## config.mk

```make
export PLATFORM = sky130hd
export DESIGN_NAME = router_pkt_tx_flat
export DESIGN_NICKNAME = d
export VERILOG_FILES = /design/src/rtl/router_pkt_tx_pkg.sv /design/src/rtl/router_pkt_tx_if.sv /design/src/rtl/router_pkt_tx_fifo.sv /design/src/rtl/router_pkt_tx.sv /design/src/flat_wrapper.sv
export SDC_FILE = /design/constraint.sdc
export NUM_CORES = 1
export LEC_CHECK = 0
export ABC_AREA = 1
export ABC_CLOCK_PERIOD_IN_PS = 3700
export CAP_MARGIN = 10
export CORE_UTILIZATION = 60
export DETAILED_ROUTE_END_ITERATION = 12
export PLACE_DENSITY = 0.86
export SKIP_LAST_GASP = 1
export SYNTH_ARGS = -nofsm -noshare
export SYNTH_HDL_FRONTEND = slang
export SYNTH_SLANG_ARGS = --single-unit
```

## constraint.sdc

```tcl
create_clock -name clock -period 3.7 [get_ports clock]
set_input_delay 0.555 -clock clock [delete_from_list [all_inputs] [get_ports clock]]
set_output_delay 0.555 -clock clock [all_outputs]
set_load 0.02 [all_outputs]
```

## src/rtl/router_pkt_tx_pkg.sv

```systemverilog
`default_nettype none
// ============================================================================
//  Module   : router_pkt_tx_pkg
//  Purpose  : Shared types and constants for the router packet transmitter:
//             FSM state codes, header layout, command legality helper.
//  Revision : 1.0  initial release
// ============================================================================
package router_pkt_tx_pkg;

    // Symbolic view of the transmitter states (used for readability/debug)
    typedef enum logic [2:0] {
        IDLE    = 3'd0,
        HEADER  = 3'd1,
        PAYLOAD = 3'd2,
        PARITY  = 3'd3,
        GAP     = 3'd4
    } tx_state_e;

    // Plain constant encodings used by the FSM register
    localparam logic [2:0] ST_IDLE    = 3'd0;
    localparam logic [2:0] ST_HEADER  = 3'd1;
    localparam logic [2:0] ST_PAYLOAD = 3'd2;
    localparam logic [2:0] ST_PARITY  = 3'd3;
    localparam logic [2:0] ST_GAP     = 3'd4;

    // Header byte as seen by the router: length in the upper six bits
    typedef struct packed {
        logic [5:0] len;
        logic [1:0] addr;
    } pkt_hdr_t;

    // Destination 3 does not exist on the router
    localparam logic [1:0] ADDR_ILLEGAL = 2'd3;

    // A command is legal when it targets a real port and carries payload
    function automatic logic cmd_is_legal(input logic [1:0] addr,
                                          input logic [5:0] len);
        return (addr != ADDR_ILLEGAL) && (len != 6'd0);
    endfunction

endpackage
`default_nettype wire

```

## src/rtl/router_pkt_tx_if.sv

```systemverilog
`default_nettype none
// ============================================================================
//  Module   : router_pkt_tx_if
//  Purpose  : Command, payload staging and router-side signals of the packet
//             transmitter. slave = transmitter view, master = driver view.
//             ROUTER_TX_ERR_INJ_EN adds the inj_err command qualifier.
//  Revision : 1.0  initial release
// ============================================================================
interface router_pkt_tx_if;

    // command channel
    logic       cmd_valid;
    logic       cmd_ready;
    logic [1:0] cmd_addr;
    logic [5:0] cmd_len;
`ifdef ROUTER_TX_ERR_INJ_EN
    logic       inj_err;
`endif

    // payload staging channel
    logic       pl_valid;
    logic       pl_ready;
    logic [7:0] pl_data;

    // router side
    logic       busy;
    logic       pkt_valid;
    logic [7:0] data_out;

    // status
    logic       pkt_done;
    logic       cmd_err;
    logic       tx_active;

    modport slave (
        input  cmd_valid, cmd_addr, cmd_len,
`ifdef ROUTER_TX_ERR_INJ_EN
        input  inj_err,
`endif
        input  pl_valid, pl_data, busy,
        output cmd_ready, pl_ready, pkt_valid, data_out,
        output pkt_done, cmd_err, tx_active
    );

    modport master (
        output cmd_valid, cmd_addr, cmd_len,
`ifdef ROUTER_TX_ERR_INJ_EN
        output inj_err,
`endif
        output pl_valid, pl_data, busy,
        input  cmd_ready, pl_ready, pkt_valid, data_out,
        input  pkt_done, cmd_err, tx_active
    );

endinterface
`default_nettype wire

```

## src/rtl/router_pkt_tx_fifo.sv

```systemverilog
`default_nettype none
// ============================================================================
//  Module   : router_tx_fifo
//  Purpose  : 8-bit synchronous payload staging FIFO with occupancy count.
//             Writes when full and reads when empty are ignored. Head data
//             is presented combinationally (show-ahead).
//  Revision : 1.0  initial release
// ============================================================================
module router_tx_fifo #(
    parameter int DEPTH = 64
) (
    input  wire logic                       clock,
    input  wire logic                       resetn,
    input  wire logic                       push_i,
    input  wire logic [7:0]                 data_i,
    input  wire logic                       pop_i,
    output logic      [7:0]                 data_o,
    output logic                            full_o,
    output logic                            empty_o,
    output logic      [$clog2(DEPTH):0]     count_o
);

    localparam int AW = $clog2(DEPTH);

    logic [7:0]  mem_q [DEPTH];
    logic [AW-1:0] wr_ptr_q, rd_ptr_q;
    logic [AW:0]   count_q;
    logic          w_push, w_pop;

    assign full_o  = (count_q == (AW+1)'(DEPTH));
    assign empty_o = (count_q == '0);
    assign count_o = count_q;
    assign data_o  = mem_q[rd_ptr_q];

    assign w_push = push_i && !full_o;
    assign w_pop  = pop_i  && !empty_o;

    // Storage array: no reset needed, validity is tracked by the pointers
    always_ff @(posedge clock) begin
        if (w_push) begin
            mem_q[wr_ptr_q] <= data_i;
        end
    end

    // Pointers wrap naturally since DEPTH is a power of two; count tracks occupancy
    always_ff @(posedge clock or negedge resetn) begin
        if (!resetn) begin
            wr_ptr_q <= '0;
            rd_ptr_q <= '0;
            count_q  <= '0;
        end else begin
            if (w_push) begin
                wr_ptr_q <= wr_ptr_q + 1'b1;
            end
            if (w_pop) begin
                rd_ptr_q <= rd_ptr_q + 1'b1;
            end
            case ({w_push, w_pop})
                2'b10:   count_q <= count_q + 1'b1;
                2'b01:   count_q <= count_q - 1'b1;
                default: count_q <= count_q;
            endcase
        end
    end

endmodule
`default_nettype wire

```

## src/rtl/router_pkt_tx.sv

```systemverilog
`default_nettype none
// ============================================================================
//  Module   : router_pkt_tx
//  Purpose  : Router-side packet transmitter. Takes a {len,addr} command,
//             sends header, len payload bytes from the staging FIFO and an
//             even-XOR parity byte, then idles for GAP_CYCLES.
//             Optional macro ROUTER_TX_ERR_INJ_EN adds inj_err, which makes
//             the packet carry an inverted parity byte.
//  Revision : 1.0  initial release
// ============================================================================
module router_pkt_tx
    import router_pkt_tx_pkg::*;
#(
    parameter int FIFO_DEPTH = 64,
    parameter int GAP_CYCLES = 2
) (
    input  wire logic       clock,
    input  wire logic       resetn,
    router_pkt_tx_if.slave  bus
);

    localparam int CW = $clog2(FIFO_DEPTH) + 1;
    localparam int GW = (GAP_CYCLES > 1) ? $clog2(GAP_CYCLES) : 1;

    // FSM and output registers
    logic [2:0]    state_q,     state_d;
    logic [7:0]    data_out_q,  data_out_d;
    logic          pkt_valid_q, pkt_valid_d;
    logic [7:0]    parity_q,    parity_d;
    logic [5:0]    cnt_q,       cnt_d;
    logic [GW-1:0] gap_q,       gap_d;
    logic          pkt_done_q,  pkt_done_d;
    logic          cmd_err_q,   cmd_err_d;

    // FIFO interface
    logic [7:0]    w_fifo_head;
    logic          w_fifo_full;
    logic          w_fifo_empty;
    logic [CW-1:0] w_fifo_count;
    logic          w_pop_req;
    logic          w_fifo_pop;

    // command decode
    logic          w_cmd_ready;
    logic          w_cmd_fire;
    logic          w_cmd_legal;
    pkt_hdr_t      w_hdr;
    logic [7:0]    w_parity_out;

    router_tx_fifo #(
        .DEPTH   (FIFO_DEPTH)
    ) u_fifo (
        .clock   (clock),
        .resetn  (resetn),
        .push_i  (bus.pl_valid),
        .data_i  (bus.pl_data),
        .pop_i   (w_fifo_pop),
        .data_o  (w_fifo_head),
        .full_o  (w_fifo_full),
        .empty_o (w_fifo_empty),
        .count_o (w_fifo_count)
    );

    // Only take a command once its whole payload is staged, so the payload
    // stream never starves mid-packet
    assign w_cmd_ready = (state_q == ST_IDLE) && (w_fifo_count >= CW'(bus.cmd_len));
    assign w_cmd_fire  = bus.cmd_valid && w_cmd_ready;
    assign w_cmd_legal = cmd_is_legal(bus.cmd_addr, bus.cmd_len);
    assign w_fifo_pop  = w_pop_req && !w_fifo_empty;

    always_comb begin
        w_hdr.len  = bus.cmd_len;
        w_hdr.addr = bus.cmd_addr;
    end

`ifdef ROUTER_TX_ERR_INJ_EN
    logic inj_q, inj_d;

    // Error-injection flag is captured with the command and held for the packet
    always_ff @(posedge clock or negedge resetn) begin
        if (!resetn) begin
            inj_q <= 1'b0;
        end else begin
            inj_q <= inj_d;
        end
    end

    // Capture inj_err only on a legal command accept
    always_comb begin
        inj_d = inj_q;
        if ((state_q == ST_IDLE) && w_cmd_fire && w_cmd_legal) begin
            inj_d = bus.inj_err;
        end
    end

    assign w_parity_out = parity_q ^ {8{inj_q}};
`else
    assign w_parity_out = parity_q;
`endif

    // Next-state logic: every transfer state advances only when busy is low;
    // the gap state runs on its own timer regardless of busy
    always_comb begin
        state_d     = state_q;
        data_out_d  = data_out_q;
        pkt_valid_d = pkt_valid_q;
        parity_d    = parity_q;
        cnt_d       = cnt_q;
        gap_d       = gap_q;
        pkt_done_d  = 1'b0;
        cmd_err_d   = 1'b0;
        w_pop_req   = 1'b0;

        case (state_q)
            ST_IDLE: begin
                if (w_cmd_fire) begin
                    if (w_cmd_legal) begin
                        state_d     = ST_HEADER;
                        data_out_d  = w_hdr;
                        pkt_valid_d = 1'b1;
                        parity_d    = w_hdr;
                        cnt_d       = bus.cmd_len;
                    end else begin
                        cmd_err_d   = 1'b1;
                    end
                end
            end

            ST_HEADER: begin
                if (!bus.busy) begin
                    w_pop_req  = 1'b1;
                    data_out_d = w_fifo_head;
                    parity_d   = parity_q ^ w_fifo_head;
                    state_d    = ST_PAYLOAD;
                end
            end

            ST_PAYLOAD: begin
                // cnt_q is the number of payload bytes not yet transferred,
                // including the one currently on the bus
                if (!bus.busy) begin
                    if (cnt_q == 6'd1) begin
                        state_d     = ST_PARITY;
                        pkt_valid_d = 1'b0;
                        data_out_d  = w_parity_out;
                    end else begin
                        w_pop_req   = 1'b1;
                        data_out_d  = w_fifo_head;
                        parity_d    = parity_q ^ w_fifo_head;
                        cnt_d       = cnt_q - 6'd1;
                    end
                end
            end

            ST_PARITY: begin
                if (!bus.busy) begin
                    pkt_done_d = 1'b1;
                    data_out_d = 8'h00;
                    gap_d      = GW'(GAP_CYCLES - 1);
                    state_d    = ST_GAP;
                end
            end

            ST_GAP: begin
                if (gap_q == '0) begin
                    state_d = ST_IDLE;
                end else begin
                    gap_d   = gap_q - 1'b1;
                end
            end

            default: begin
                state_d     = ST_IDLE;
                data_out_d  = 8'h00;
                pkt_valid_d = 1'b0;
            end
        endcase
    end

    // State and output registers; reset aborts any packet in flight
    always_ff @(posedge clock or negedge resetn) begin
        if (!resetn) begin
            state_q     <= ST_IDLE;
            data_out_q  <= 8'h00;
            pkt_valid_q <= 1'b0;
            parity_q    <= 8'h00;
            cnt_q       <= 6'd0;
            gap_q       <= '0;
            pkt_done_q  <= 1'b0;
            cmd_err_q   <= 1'b0;
        end else begin
            state_q     <= state_d;
            data_out_q  <= data_out_d;
            pkt_valid_q <= pkt_valid_d;
            parity_q    <= parity_d;
            cnt_q       <= cnt_d;
            gap_q       <= gap_d;
            pkt_done_q  <= pkt_done_d;
            cmd_err_q   <= cmd_err_d;
        end
    end

    assign bus.cmd_ready = w_cmd_ready;
    assign bus.pl_ready  = !w_fifo_full;
    assign bus.pkt_valid = pkt_valid_q;
    assign bus.data_out  = data_out_q;
    assign bus.pkt_done  = pkt_done_q;
    assign bus.cmd_err   = cmd_err_q;
    assign bus.tx_active = (state_q != ST_IDLE);

endmodule
`default_nettype wire

```

## src/flat_wrapper.sv

```systemverilog
// flat-port wrapper written by rule: the top's interface ports become plain ports
module router_pkt_tx_flat import router_pkt_tx_pkg::*;
#(
    parameter int FIFO_DEPTH = 64,
    parameter int GAP_CYCLES = 2
)
  (clock, resetn, bus_cmd_valid, bus_cmd_addr, bus_cmd_len, bus_pl_valid, bus_pl_data, bus_busy, bus_cmd_ready, bus_pl_ready, bus_pkt_valid, bus_data_out, bus_pkt_done, bus_cmd_err, bus_tx_active);
  router_pkt_tx_if bus_i ();
  input  wire logic clock;
  input  wire logic resetn;
  input wire logic [$bits(bus_i.cmd_valid)-1:0] bus_cmd_valid;
  input wire logic [$bits(bus_i.cmd_addr)-1:0] bus_cmd_addr;
  input wire logic [$bits(bus_i.cmd_len)-1:0] bus_cmd_len;
  input wire logic [$bits(bus_i.pl_valid)-1:0] bus_pl_valid;
  input wire logic [$bits(bus_i.pl_data)-1:0] bus_pl_data;
  input wire logic [$bits(bus_i.busy)-1:0] bus_busy;
  output wire logic [$bits(bus_i.cmd_ready)-1:0] bus_cmd_ready;
  output wire logic [$bits(bus_i.pl_ready)-1:0] bus_pl_ready;
  output wire logic [$bits(bus_i.pkt_valid)-1:0] bus_pkt_valid;
  output wire logic [$bits(bus_i.data_out)-1:0] bus_data_out;
  output wire logic [$bits(bus_i.pkt_done)-1:0] bus_pkt_done;
  output wire logic [$bits(bus_i.cmd_err)-1:0] bus_cmd_err;
  output wire logic [$bits(bus_i.tx_active)-1:0] bus_tx_active;
  assign bus_i.cmd_valid = bus_cmd_valid;
  assign bus_i.cmd_addr = bus_cmd_addr;
  assign bus_i.cmd_len = bus_cmd_len;
  assign bus_i.pl_valid = bus_pl_valid;
  assign bus_i.pl_data = bus_pl_data;
  assign bus_i.busy = bus_busy;
  assign bus_cmd_ready = bus_i.cmd_ready;
  assign bus_pl_ready = bus_i.pl_ready;
  assign bus_pkt_valid = bus_i.pkt_valid;
  assign bus_data_out = bus_i.data_out;
  assign bus_pkt_done = bus_i.pkt_done;
  assign bus_cmd_err = bus_i.cmd_err;
  assign bus_tx_active = bus_i.tx_active;
  router_pkt_tx #(.FIFO_DEPTH(FIFO_DEPTH), .GAP_CYCLES(GAP_CYCLES)) u_core (.clock(clock), .resetn(resetn), .bus(bus_i));
endmodule
```

-- Word-level counts from Yosys, hierarchy flattened
Memories as Yosys holds them, arrays and structs flattened.
Index checks and enable logic that the tools add are counted.
- ROM bits: 0
- flip-flop bits (word level): 48
- latch bits: 0
- input bits: 21
- memory bits (writable): 512
- logic and storage cells: 105
- output and inout bits: 14
- memories kept: 1
- $mul: 0
- equal/unequal tests: 17
- add/subtract/negate cells: 6
- divide/modulo/power cells: 0
- magnitude comparators: 1
- bitwise logic cells: 3
- mux-type cells: 43
- reduce and logical (&&, ||, !) cells: 23
- shift-type cells: 0
- memories (memory ; depth ; bits a word ; read ports ; clocked after Yosys merged registers in ; write ports ; line ; RTL):
    u_core.u_fifo.mem_q ; 64 ; 8 ; 1 ; 0 ; 1 ; router_pkt_tx_fifo.sv:25 ; logic [7:0] mem_q [DEPTH];
- operators by type and width (operator ; number):
    2-to-1 mux 8 bit ; 9
    one-hot mux 8 bit (5 select lines) ; 1
    2-to-1 mux 6 bit ; 4
    one-hot mux 8 bit (3 select lines) ; 1
    2-to-1 mux 3 bit ; 7
    2-to-1 mux 1 bit ; 15
    one-hot mux 3 bit (5 select lines) ; 1
    one-hot mux 7 bit (2 select lines) ; 1
    adder 6 x 1 -> 6 bit, second input constant ; 2
    inequality test 2 bit, second input constant ; 6
    one-hot mux 6 bit (2 select lines) ; 1
    AND reduction 6 bit ; 2
    AND reduction 5 bit ; 2
    bitwise XOR 8 bit ; 1
    adder 7 x 1 -> 7 bit, second input constant ; 1
    == test 7 bit, second input constant ; 1
    >= comparator 7 x 6 -> 1 bit ; 1
    zero test 7 bit ; 1
    AND reduction 7 bit ; 1
    subtractor 7 x 1 -> 7 bit, second input constant ; 1
    == test 3 x 2 -> 1 bit, second input constant ; 2
    == test 6 x 1 -> 1 bit, second input constant ; 1
    logical AND 1 bit ; 6
    inequality test 2 x 1 -> 1 bit, second input constant ; 3
    other kinds (16) ; 22

-- Logic depth before layout (Yosys ltp)
- word-level depth: 8
- gate-level depth with buffers: 22
- depth with buffers taken out: 22

-- Cells and area by module
From an unflattened synthesis, not the netlist that was laid out.
- cells, all modules: 2425
- area total of the unflattened synthesis: 24957.7 sq um
- by module, submodules not included (module ; seq. area each (sq um) ; instances ; area each (sq um) ; cells an instance):
    router_tx_fifo ; 15850.2 ; 1 ; 22779.3 ; 2113
    router_pkt_tx ; 725.7 ; 1 ; 2178.3 ; 312

-- Worst setup path after synthesis
OpenSTA, ideal clock, no wires.
- path type: register -> register
- start point: register u_core.state_q[0]
- end point: register u_core.u_fifo.count_q[6], in the netlist u_core.u_fifo.count_o[6]
- data arrival time: 2.813 ns
- required time: 3.621 ns
- period minus slack after synthesis: 2.892 ns
- library setup time: 0.079 ns
- stages on the path, launching flop included: 23
- setup slack: 0.808 ns
- path buffers: 0
- cells stage by stage: dfrtp_1 -> nor2_1 -> inv_2 -> nor2_2 -> nand2_1 -> inv_2 -> nor2_2 -> inv_2 -> nand2_1 -> inv_1 -> ha_1 -> inv_1 -> fa_1 -> inv_1 -> a21oi_1 -> o21ai_0 -> inv_1 -> o21ai_0 -> a21oi_1 -> nand2_1 -> nand2_1 -> nor2_1 -> xor2_1
- word-level cells in the longest chain between the ends: 6
- elaborated cells between the ends (all ways): 9
- those cells by class: eq/ne (4); mux (2); reduce/logical (3)
- ends and longest elaborated chain (what ; line ; RTL):
    from (decl) ; router_pkt_tx.sv:26 ; logic [2:0] state_q, state_d;
    from (signal assigned) ; router_pkt_tx.sv:192 ; state_q <= state_d;
    == test 3 x 2 -> 1 bit / == test 3 x 1 -> 1 bit (equally long branches) ; router_pkt_tx.sv:114 ; case (state_q)
    one-hot mux 1 bit (2 select lines) (*) ; router_pkt_tx.sv:114 ;
    logical AND 1 bit (*) ; router_pkt_tx.sv:69 ; assign w_fifo_pop = w_pop_req && !w_fifo_empty;
    logical AND 1 bit (*) ; router_pkt_tx_fifo.sv:36 ; assign w_pop = pop_i && !empty_o;
    via u_core.u_fifo.w_pop ; router_pkt_tx_fifo.sv:28 ; logic w_push, w_pop;
    == test 2 x 1 -> 1 bit / == test 2 bit (equally long branches) ; router_pkt_tx_fifo.sv:58 ; case ({w_push, w_pop})
    one-hot mux 7 bit (2 select lines) / nonzero test 2 bit (equally long branches) ; - ;
    to (signal assigned) ; router_pkt_tx_fifo.sv:59 ; 2'b10: count_q <= count_q + 1'b1;
    to (signal assigned) ; router_pkt_tx_fifo.sv:60 ; 2'b01: count_q <= count_q - 1'b1;
    to (signal assigned) ; router_pkt_tx_fifo.sv:61 ; default: count_q <= count_q;
    to (decl) ; router_pkt_tx_fifo.sv:27 ; logic [AW:0] count_q;
Mark *: on every way through the listed nets, which the timed path passes. The rest lies on a longest branch.
A chain may end at the register's enable or synchronous reset.

-- Worst setup path in the final report
- start point: input port bus_cmd_len[1]
- end point: output port bus_cmd_ready
- word-level cells in the longest chain between the ends: 2
- ends and longest elaborated chain (what ; line ; RTL):
    from (decl) ; flat_wrapper.sv:13 ; input wire logic [$bits(bus_i.cmd_len)-1:0] bus_cmd_len;
    >= comparator 7 x 6 -> 1 bit ; router_pkt_tx.sv:66 ; assign w_cmd_ready = (state_q == ST_IDLE) && (w_fifo_count >= CW'(bus.cmd_len));
    logical AND 1 bit ; router_pkt_tx.sv:66 ;
    to (decl) ; flat_wrapper.sv:17 ; output wire logic [$bits(bus_i.cmd_ready)-1:0] bus_cmd_ready;
No other way between the ends.

==> reports/results.ini <==
[run_status]
status=finished, final reports clean

[place]
postPlaceCellArea_um2=25200
gp_congestion=0.963
port_buffers=34
preCtsSetupSlack_ns=0.446
dp.final_hpwl_mm=35.4
place_inst=2798

[clock_tree]
cts_tree=done
cts_buffers=53
clockBufferDepth=3
cts_sinks=560
path_clk_slew_ns=0.06
ctsHoldBuffers=0
root_buffer=clkbuf_16
cts_max_level=2
insertion_delay_ns=0.62

[pwr]
ir_drop_v=0.000611
p_per_area_nw_per_um2=766
p_leak_nw=10.3
total_power_mw=20.6

[logic_synthesis]
yosys.area_share.simple=0.209
synth_seq_cells=560
seq_area_frac_synth=0.688
synth_compound_area_frac=0.0431
ys_types=34
synthCells=2251
syn_nets=2289
synth_top_family_by_area=simple AND/OR/NAND/NOR gates
synthXorXnorAreaFrac=0.00473
syn_avg_cell_area_um2=10.7
synth-adder-area-share=0.00914
synth_mux_area_frac=0
synth_area_um2=24100
yosys_warnings=0

[critical_path]
worstPathMaxFanout=3
crit_family=buffers and inverters
worst_ep_arrival_time_ns=2.72
path_cells=clkdlybuf4s50_1, inv_1, ha_1, nand2_1, o21ai_0, nand4_1, nand4_1, nand2_1, inv_1, clkdlybuf4s50_1
required_ns=3.14
crit_buf_inv=4
crit_path_top_delay_cell=clkdlybuf4s50_1
endpoint_kind=primary output
worstSetupStartpointType=input pin
critPathKind=in -> out
slowest_delay_ns=0.61

[floorplan]
dieArea_um2=41000
die_x_um=202
start_util=0.608
die_y_um=202
std_cell_rows=73
io_pins=35
fp.coreArea_um2=39600

[grt]
grt_pass1_wl_mm=92.8
antenna_found_initial=1
grt_pass1_vias=16900
grtUsageTotal=0.297
grt_max_degree=189
global_route.overflow_total=0

[layout]
drive_above_1_share=0.0844
antenna_cells=0
fin_util=0.678
nNetsFinal=2366
syn_to_final_growth_pct=11.5
multi_input_comb_area_um2=6420
num-fill-cells=2777
fin_area_um2=26900
seq_area_um2=16600
final_cells=2894

[route]
dr.pass1.iters=7
wl_mm=60.0
vias=17200
vias_per_cell=5.95
post-route-drc-count=0
wl_per_cell_um=20.7
ant_nets=0
first_iter_violations=2269

[sta]
finalHoldViolCount=0
setup_ws_ns=0.427
setup-violations-final=0
setup_tns_ns=0
slew_headroom=0.268
fmax_mhz=306
worst_hold_slack_ns=0.154
skew_ns=0.0283
worstMarginPinSlew_ns=1.10
drv_slew=0
finalCriticalPeriod_ns=3.27
rsz0062_at_grt=no
finalCritPeriodShare=0.885

[run]
cap_violations=0

[worst_hold_path]
hold_class=in -> async

==> synth_stat cells (all sizes together) <==
library cell,count,share of area
or2,2,0.00052
o22a,1,0.00036
nand4,12,0.0031
nor2,340,0.054
clkbuf,26,0.0041
o21ai,149,0.031
dfrtp,48,0.050
inv,117,0.018
clkinv,5,0.00078
ha,16,0.0083
nor3,6,0.0017
fa,1,0.00083
nand2,597,0.093
edfxtp,512,0.64
xor2,12,0.0044
nor4,4,0.0010
a211oi,2,0.00062
buf,79,0.022
nand3,270,0.057
a31oi,1,0.00026
o22ai,3,0.00078
a21oi,47,0.010
xnor2,1,0.00036
==> worst register-to-register path, stage by stage (launching register included) <==
cell,delay (ns)
dfrtp_1,0.43
nor2_1,0.17
inv_2,0.08
nor2_2,0.13
nand2_1,0.08
inv_2,0.09
nor2_2,0.08
inv_2,0.09
nand2_1,0.13
inv_1,0.12
ha_2,0.25
inv_1,0.10
fa_1,0.36
inv_1,0.09
a21oi_1,0.07
o21ai_0,0.21
inv_1,0.08
o21ai_0,0.15
a21oi_1,0.10
nand2_1,0.06
nand2_1,0.04
nor2_1,0.11
xor2_1,0.15
==> layout make-up <==
type,instances,share of cell area
inverter,122,0.0173
sequential,560,0.617
timing repair buffer,127,0.0401
tap,525,0.0245
multi-input combinational,1464,0.239
clock buffer,68,0.0523
clock inverter,28,0.00964
==> cell usage in the layout (no fill, tap or decap), drive strengths merged <==
cell and n:
a211oi 2, a21oi 47, a31oi 1, buf 102, bufinv 4, clkbuf 68
clkdlybuf4s50 25, clkinv 27, clkinvlp 2, dfrtp 48, edfxtp 512, fa 1
ha 16, inv 117, nand2 597, nand3 270, nand4 12, nor2 340
nor3 6, nor4 4, o21ai 149, o22a 1, o22ai 3, or2 2
xnor2 1, xor2 12
==> state kept, by name, indices dropped and copies added (netlist names) <==
name,flops
u_core.u_fifo.count_o,7
u_core.state_q,3
u_core.gap_q,1
u_core.bus.cmd_err,1
u_core.bus.data_out,8
u_core.bus.pkt_done,1
u_core.cnt_q,6
u_core.bus.pkt_valid,1
u_core.u_fifo.mem_q,512
u_core.u_fifo.wr_ptr_q,6
u_core.parity_q,8
u_core.u_fifo.rd_ptr_q,6
==> worst paths after layout <==
path / endpoint / depth (start not counted) / slack, ns / startpoint
max: bus_cmd_ready / 10 / 0.43 / bus_cmd_len[1]
min: u_core.cnt_q[2] / 1 / 0.15 / resetn
max reg2reg: u_core.u_fifo.count_o[6] / 22 / 0.49 / u_core.state_q[0]
min reg2reg: u_core.u_fifo.count_o[0] / 1 / 0.47 / u_core.u_fifo.count_o[0]
max in group asynchronous: u_core.u_fifo.rd_ptr_q[0] / 1 / 2.73 / resetn
min in group clock: u_core.u_fifo.count_o[0] / 1 / 0.47 / u_core.u_fifo.count_o[0]
==> timing repair <==
item	in CTS	in global routing
setup buffers	0	0
endpoints found under the hold margin	0	0
resized for setup	0	1
setup endpoints to repair	0	1
==> cell families after synthesis <==
kind of cell,Yosys count
flip-flops,560
buffers and inverters,227
XOR/XNOR,13
AO/OA/AOI/OAI,203
AND/OR/NAND/NOR,1231
adder cells (fa/ha/maj),17
==> metal layers <==
metal  routed length [µm]  GRT usage  vias to the layer above  share of wire
met5                   12          0                        -        0.00020
met4                 2780      0.144                        2          0.046
met3                 5710     0.0540                      205          0.095
met2                28500      0.475                      975           0.47
met1                23100      0.396                     8226           0.38
li1                     -          -                     7806              -
==> power by group <==
group	internal, mW	switching (mW)
Combinational	2.21	5.40
Clock	2.96	2.30
Sequential	7.38	0.327
Total	12.6	8.03
Note: power is estimated with default switching activity, not from simulation.
